## src/rtl/riscv_stage_seq.sv

```systemverilog
// One-hot stage sequencer on the single core clock.
// Adds data-memory wait states, trap flush, stall timeout and cycle/instret counters.
module riscv_stage_seq #(
    parameter int NUM_STAGES = 3,
    parameter int MEM_STAGE  = 1,
    parameter int TIMEOUT    = 255,
    parameter int CNT_W      = 64
) (
    input  logic                  clk,
    input  logic                  x_reset,
    input  logic                  run,
    input  logic                  mem_need,
    input  logic                  mem_ready,
    input  logic                  trap,
    output logic [NUM_STAGES-1:0] stage_en,
    output logic                  mem_req,
    output logic                  retire,
    output logic                  flush,
    output logic                  busy,
    output logic                  err,
    output logic [CNT_W-1:0]      cycle_cnt,
    output logic [CNT_W-1:0]      instret_cnt
);

    localparam int KW = $clog2(NUM_STAGES);
    localparam logic [KW-1:0]         K_ZERO      = {KW{1'b0}};
    localparam logic [KW-1:0]         K_ONE       = {{(KW-1){1'b0}}, 1'b1};
    localparam logic [KW-1:0]         K_MEM       = KW'(MEM_STAGE);
    localparam logic [KW-1:0]         K_AFTER_MEM = KW'(MEM_STAGE + 1);
    localparam logic [KW-1:0]         K_LAST      = KW'(NUM_STAGES - 1);
    localparam logic [15:0]           WAIT_ZERO   = 16'h0000;
    localparam logic [15:0]           WAIT_ONE    = 16'h0001;
    localparam logic [15:0]           WAIT_LAST   = 16'(TIMEOUT - 1);
    localparam logic [NUM_STAGES-1:0] HOT0        = {{(NUM_STAGES-1){1'b0}}, 1'b1};
    localparam logic [CNT_W-1:0]      CNT_ONE     = {{(CNT_W-1){1'b0}}, 1'b1};

    typedef enum logic [1:0] {
        ST_IDLE     = 2'd0,
        ST_RUN      = 2'd1,
        ST_MEM_WAIT = 2'd2,
        ST_ERROR    = 2'd3
    } state_t;

    state_t            state_r;
    state_t            state_s;
    logic [KW-1:0]     k_r;
    logic [KW-1:0]     k_s;
    logic [15:0]       wait_r;
    logic [15:0]       wait_s;
    logic              err_r;
    logic              err_s;
    logic [CNT_W-1:0]  cycle_r;
    logic [CNT_W-1:0]  instret_r;

    logic              active_s;
    logic              at_mem_s;
    logic              at_last_s;
    logic              timeout_s;

    // Decode of the current state shared by outputs and next-state logic
    always_comb begin
        active_s  = (state_r == ST_RUN) || (state_r == ST_MEM_WAIT);
        at_mem_s  = (state_r == ST_RUN) && (k_r == K_MEM);
        at_last_s = (state_r == ST_RUN) && (k_r == K_LAST);
        // mem_ready on the last allowed wait cycle still wins over the timeout
        timeout_s = (state_r == ST_MEM_WAIT) && !trap && !mem_ready && (wait_r == WAIT_LAST);
    end

    // Combinational stage enables and strobes
    always_comb begin
        stage_en = {NUM_STAGES{1'b0}};
        case (state_r)
            ST_RUN:      stage_en = HOT0 << k_r;
            ST_MEM_WAIT: stage_en = HOT0 << K_MEM;
            default:     stage_en = {NUM_STAGES{1'b0}};
        endcase
        mem_req = !trap && ((at_mem_s && mem_need) || (state_r == ST_MEM_WAIT));
        retire  = at_last_s && !trap;
        flush   = (active_s && trap) || timeout_s;
        busy    = active_s;
    end

    // Next-state logic: trap beats mem_ready, which beats the timeout
    always_comb begin
        state_s = state_r;
        k_s     = k_r;
        wait_s  = wait_r;
        err_s   = err_r;
        case (state_r)
            ST_IDLE: begin
                if (run) begin
                    state_s = ST_RUN;
                    k_s     = K_ZERO;
                end else begin
                    state_s = ST_IDLE;
                end
            end
            ST_RUN: begin
                if (trap || (k_r == K_LAST)) begin
                    state_s = run ? ST_RUN : ST_IDLE;
                    k_s     = K_ZERO;
                    wait_s  = WAIT_ZERO;
                end else if ((k_r == K_MEM) && mem_need && !mem_ready) begin
                    state_s = ST_MEM_WAIT;
                    wait_s  = WAIT_ZERO;
                end else begin
                    k_s = k_r + K_ONE;
                end
            end
            ST_MEM_WAIT: begin
                if (trap) begin
                    state_s = run ? ST_RUN : ST_IDLE;
                    k_s     = K_ZERO;
                    wait_s  = WAIT_ZERO;
                end else if (mem_ready) begin
                    state_s = ST_RUN;
                    k_s     = K_AFTER_MEM;
                    wait_s  = WAIT_ZERO;
                end else if (timeout_s) begin
                    state_s = ST_ERROR;
                    err_s   = 1'b1;
                    wait_s  = WAIT_ZERO;
                end else begin
                    wait_s = wait_r + WAIT_ONE;
                end
            end
            ST_ERROR: begin
                state_s = ST_ERROR;
            end
            default: begin
                state_s = ST_IDLE;
                k_s     = K_ZERO;
                wait_s  = WAIT_ZERO;
            end
        endcase
    end

    // Sequencer state, sticky error and free-wrapping counters
    always_ff @(posedge clk or negedge x_reset) begin
        if (!x_reset) begin
            state_r   <= ST_IDLE;
            k_r       <= K_ZERO;
            wait_r    <= WAIT_ZERO;
            err_r     <= 1'b0;
            cycle_r   <= {CNT_W{1'b0}};
            instret_r <= {CNT_W{1'b0}};
        end else begin
            state_r <= state_s;
            k_r     <= k_s;
            wait_r  <= wait_s;
            err_r   <= err_s;
            if (active_s) begin
                cycle_r <= cycle_r + CNT_ONE;
            end else begin
                cycle_r <= cycle_r;
            end
            if (retire) begin
                instret_r <= instret_r + CNT_ONE;
            end else begin
                instret_r <= instret_r;
            end
        end
    end

    assign err         = err_r;
    assign cycle_cnt   = cycle_r;
    assign instret_cnt = instret_r;

endmodule

```

## config.mk

```make
export PLATFORM = sky130hd
export DESIGN_NAME = riscv_stage_seq
export DESIGN_NICKNAME = d
export VERILOG_FILES = /design/src/rtl/riscv_stage_seq.sv
export SDC_FILE = /design/constraint.sdc
export NUM_CORES = 1
export LEC_CHECK = 0
export ABC_AREA = 1
export CORE_ASPECT_RATIO = 1.25
export CORE_UTILIZATION = 49
export DETAILED_ROUTE_END_ITERATION = 12
export PLACE_DENSITY = 0.74
export SYNTH_ARGS = -nofsm -noshare
export SYNTH_HDL_FRONTEND = slang
export SYNTH_SLANG_ARGS = --single-unit
export TNS_END_PERCENT = 50
```

## constraint.sdc

```tcl
create_clock -name clk -period 2.1 [get_ports clk]
set_clock_uncertainty 0.1 [all_clocks]
set_input_delay 0.21 -clock clk [delete_from_list [all_inputs] [get_ports clk]]
set_output_delay 0.21 -clock clk [all_outputs]
set_load 0.03 [all_outputs]
```

After elaboration in Yosys (flattened, before gate mapping)
Index checks and enable logic that the tools add are counted.

word-level totals
  register bits = 149
  input bits = 6
  logic and storage cells = 68

operators by class
  add/subtract/negate cells = 4
  bitwise operators = 2
  reductions and logical operators = 24
  equality and inequality tests = 11
  muxes and demuxes = 20
  shift-type cells = 1

operator list
  kind                                             number
  adder 64 x 1 -> 64 bit, second input constant    2
  2-to-1 mux 16 bit                                5
  one-hot mux 16 bit (2 select lines)              1
  2-to-1 mux 2 bit                                 10
  adder 16 x 1 -> 16 bit, second input constant    1
  == test 16 x 8 -> 1 bit, second input constant   1
  logical AND 1 bit                                11
  one-hot mux 2 bit (4 select lines)               1
  AND reduction 4 bit                              2
  == test 2 bit, second input constant             3
  != test 3 bit, second input constant             2
  one-hot mux 2 bit (3 select lines)               1
  one-hot mux 3 bit (2 select lines)               1
  == test 2 x 1 -> 1 bit, second input constant    2
  logical OR 1 bit                                 4
  != test 4 bit, second input constant             1
  AND reduction 2 bit                              2
  != test 3 x 1 -> 1 bit, second input constant    1
  nonzero test 3 bit                               1
  << shifter 1 x 2 -> 3 bit, first input constant  1
  adder 2 x 1 -> 2 bit, second input constant      1
  zero test 1 bit                                  2
  zero test 2 bit                                  1
  != test 2 bit, second input constant             1
  other kinds (3)                                  4

Logic depth before layout (Yosys ltp)
  depth in word-level cells = 8
  depth in mapped cells = 12

Worst setup path after synthesis
No wires, ideal clock.

  path type = register to output
  start = register state_r[0]
  end = output flush
  path slack = -0.302 ns
  buffers on the path = 2
  stages on the path, launching flop included = 7
  arrival time = 2.092 ns
  cell sequence = dfrtp_1 > inv_1 > ha_1 > buf_4 > inv_2 > buf_1 > o21ai_0

between the ends
  elaborated cells between the ends (all ways) = 8
  classes of those cells = 2 x eq/ne; 6 x reduce/logical

RTL lines
  what                                                            RTL line  RTL
  from (decl)                                                     44        state_t state_r;
  from (signal assigned)                                          148       state_r <= state_s;
  == test 2 x 1 -> 1 bit / == test 2 bit (equally long branches)  62        active_s = (state_r == ST_RUN) || (state_r == ST_MEM_WAIT);
  logical OR 1 bit *                                              62
  net busy                                                        19        output logic busy,
  logical AND 1 bit *                                             79        flush = (active_s && trap) || timeout_s;
  logical OR 1 bit *                                              79
  to (decl)                                                       18        output logic flush,

Mark *: on every way through the listed nets, which the timed path passes. The rest lies on a longest branch.

Final worst setup path
  start = register state_r[0]
  end = output flush

between the ends
  cells in the longest elaborated chain, start to end = 5
  elaborated cells between the ends (all ways) = 8
  classes of those cells = 2 x eq/ne; 6 x reduce/logical

ends and longest elaborated chain
  what                            RTL line  RTL
  == test 2 bit                   62, 66
  logical AND 1 bit (3 in a row)  66        timeout_s = (state_r == ST_MEM_WAIT) && !trap && !mem_ready && (wait_r == WAIT_LAST);
  logical OR 1 bit *              79

Mark *: on every way between the ends. The rest lies on a longest branch, timed or not.

==> qor.yml <==
synth_top_cell_by_area: "dfrtp_1"
syn_area_mm2: 0.00908
swShare_pct: 32.0
pwr-share-clk_pct: 39.1
wl_per_cell_um: 15.5
setup_viol: 1
cp.required_ns: 1.79
synth_edf_count: 0
synth_cells: 1270
rsz0062_at_grt: "true"
max_freq_ghz: 0.472
finalCritPeriodShare_pct: 101
dpl_cell_area_mm2: 0.0110
dr.pass1.iters: 7
dpl.cell_count: 1665
post-place-ws_ns: 0.0148
endpoint_kind: "output pin"
overflow: 0
synth-xor-area-share_pct: 8.68
slowest_delay_ns: 0.38
worst_slew_pin_slew_ns: 0.522
cts_tree: "built"
place.gp.congestion: 0.985
start_kind: "flip-flop"
fp.dieW_um: 124
p_per_area_mw_per_mm2: 675
synth_fp_nets: 1287
worst-path-buf-inv: 4
grt_first_pass_wirelength_um: 42600
hp-class: "input pin to asynchronous set/reset pin"
p_comb_share_pct: 21.6
critical_path.top_delay_family: "buffers and inverters"
portBuffers: 141
routed_wl_um: 26400
final_common_cell: "nand2_1"
synth_top_area_share_pct: 41.0
synth_ff_type: "dfrtp_1"
async_flop_share_pct: 100
drv_slew: 0
seqPwrFrac_pct: 39.2
grt_max_degree: 42
drive_above_1_share_pct: 9.82
p_leak_nw: 5.31
cp_max_fo: 8
violations: "setup timing"
avgSynthCellArea_um2: 7.15
cts_max_path_buffers: 2
cpMaxStageDelayCell: "dfrtp_1"
dieHeight_um: 154
grt_usage_pct: 29.0
clk_pin_slew_ns: 0.07
ys_types: 33
intPower_w: 0.00540
synth_seq_cells: 149
ioPinCount: 142
row_count: 55
clk_latency_ns: 0.43
hold_viol: 0
total_power_w: 0.00794
final_cell_area_mm2: 0.0118
drcViolationCount: 0
finalNetCount: 1480
synthAdderAreaFrac_pct: 1.51
stdcell_count: 1704
synth-compound-area-share_pct: 1.54
outcome: "finished, violations left"
hpwl_um: 20700
slew_headroom_pct: 64.9
cp_cell_sequence: "inv_1 -> ha_2 -> inv_2 -> buf_6 -> o21ai_1 -> buf_4"
p_switching_w: 0.00255
core_mm2: 0.0181
drtIter0Drc: 496
clkSinkCount: 149
whs_ns: 0.165
synthMuxAreaShare_pct: 0
maxCapViolations: 0
area_growth_pct: 29.5
diodes: 0
min_period_ns: 2.12
layout_common_cells: "368 x nand2_1, 189 x nor2_1, 174 x inv_1"
yosys-top-cells-area: "dfrtp_1 41%, nand2_1 15%, nor2_1 8.1%, inv_1 7.2%, nand3_1 5.2%"
die-area_mm2: 0.0191
ir_drop_mv: 0.583
grt_pass1_vias: 8790
ant_nets: 0
cp.arrival_ns: 1.81
timing.final.ws_setup_ns: -0.0180
dr_total_vias: 9030
yosysSeqAreaShare_pct: 41.0
initial_core_util_pct: 50.2
cts_htree_levels: 4
cts_buffers: 17
cts_root_buf: "clkbuf_16"
vias_per_cell: 5.30
antenna_found_initial: 0
crit_type: "flip-flop to output pin"
synthSimpleGateAreaFrac_pct: 39.5
synth_top_family_by_area: "simple AND/OR/NAND/NOR gates"
yosys_warnings: 0
[layer usage]
metal | up-vias | routed length, µm | part of all wire [%] | track usage (%)
li1 | 4368 | - | - | -
met5 | - | 0 | 0 | 0
met3 | 83 | 1550 | 5.9 | 4.50
met4 | 0 | 1240 | 4.7 | 15.4
met1 | 4212 | 10300 | 39 | 33.9
met2 | 367 | 13300 | 50 | 50.3
[stage by stage]
| step | util, % | TNS [ns] |
|---|---|---|
| after CTS | 64.4 | -0.0488 |
| after floorplan | - | -0.0179 |
| after global placement | 60.8 | 0 |
| after detailed placement | 60.8 | 0 |
| final | 65.0 | -0.0180 |
| after global routing | 65.0 | -0.354 |
[repair_timing]
action,CTS,global route
hold endpoints to repair,112,0
endpoints found under the setup margin,6,50
hold buffers,1,0
setup buffers,2,4
pin swaps,0,5
gates resized for setup,6,25
[path summary, 6_finish.rpt]
path                            cells past startpoint               to  slack (ns)      startpoint
worst max-delay path                                6            flush       -0.02      state_r[0]
worst min-delay path                                2   instret_cnt[4]        0.16         x_reset
worst max register to register                      9  instret_cnt[46]        0.10  instret_cnt[1]
worst min register to register                      2              err        0.37             err
max in group asynchronous                           3  instret_cnt[49]        1.09         x_reset
min in group clk                                    2              err        0.37             err
[worst register-to-register path, delay by kind of cell, from the launching register on]
family / cells / cell delay [ns]
XOR/XNOR: 1 / 0.13
adder cells (fa/ha/maj): 1 / 0.18
buffers and inverters: 1 / 0.08
flip-flops: 1 / 0.44
AND/OR/NAND/NOR: 6 / 0.96
[synth_stat cells, drive strengths merged, types with 3 or more instances]
cell    number
nand2      380
nor2       227
inv        178
dfrtp      149
nand3       98
xor2        48
nor3        42
xnor2       42
nand4       41
o21ai       17
nand3b      12
ha          11
a21oi        5
and2         5
nor4         5
buf          3
[power by group through the flow]
stage | logic, W | clock network (W) | registers [W]
2_1_floorplan | 0.000773 | 0 | 0.00329
3_3_place_gp | 0.00155 | 0 | 0.00317
3_5_place_dp | 0.00157 | 0 | 0.00317
4_1_cts | 0.00162 | 0.00316 | 0.00311
5_1_grt | 0.00185 | 0.00327 | 0.00314
6_report | 0.00172 | 0.00311 | 0.00312
[state kept, by name, indices dropped and copies added (netlist names)]
register,flops
cycle_cnt,64
err,1
instret_cnt,64
k_r,2
state_r,2
wait_r,16
[cells by family (layout without fill, tap and decap cells)]
kind of cell,after synthesis,in the layout
flops,149,149
xor+xnor,90,90
fa+ha+maj,11,11
buf+inv,183,389
simple gates,811,811
compound gates,26,26
[layout make-up]
cell class                      instances  area (µm²)
Sequential cell                       149        3730
Fill cell                            1587        6330
Clock inverter                         15         171
Tap cell                              228         285
Clock buffer                           17         425
Multi-Input combinational cell        938        4750
Timing Repair Buffer                  178        1730
Inverter                              179         672
No activity file was read; power rests on OpenSTA's default activity.
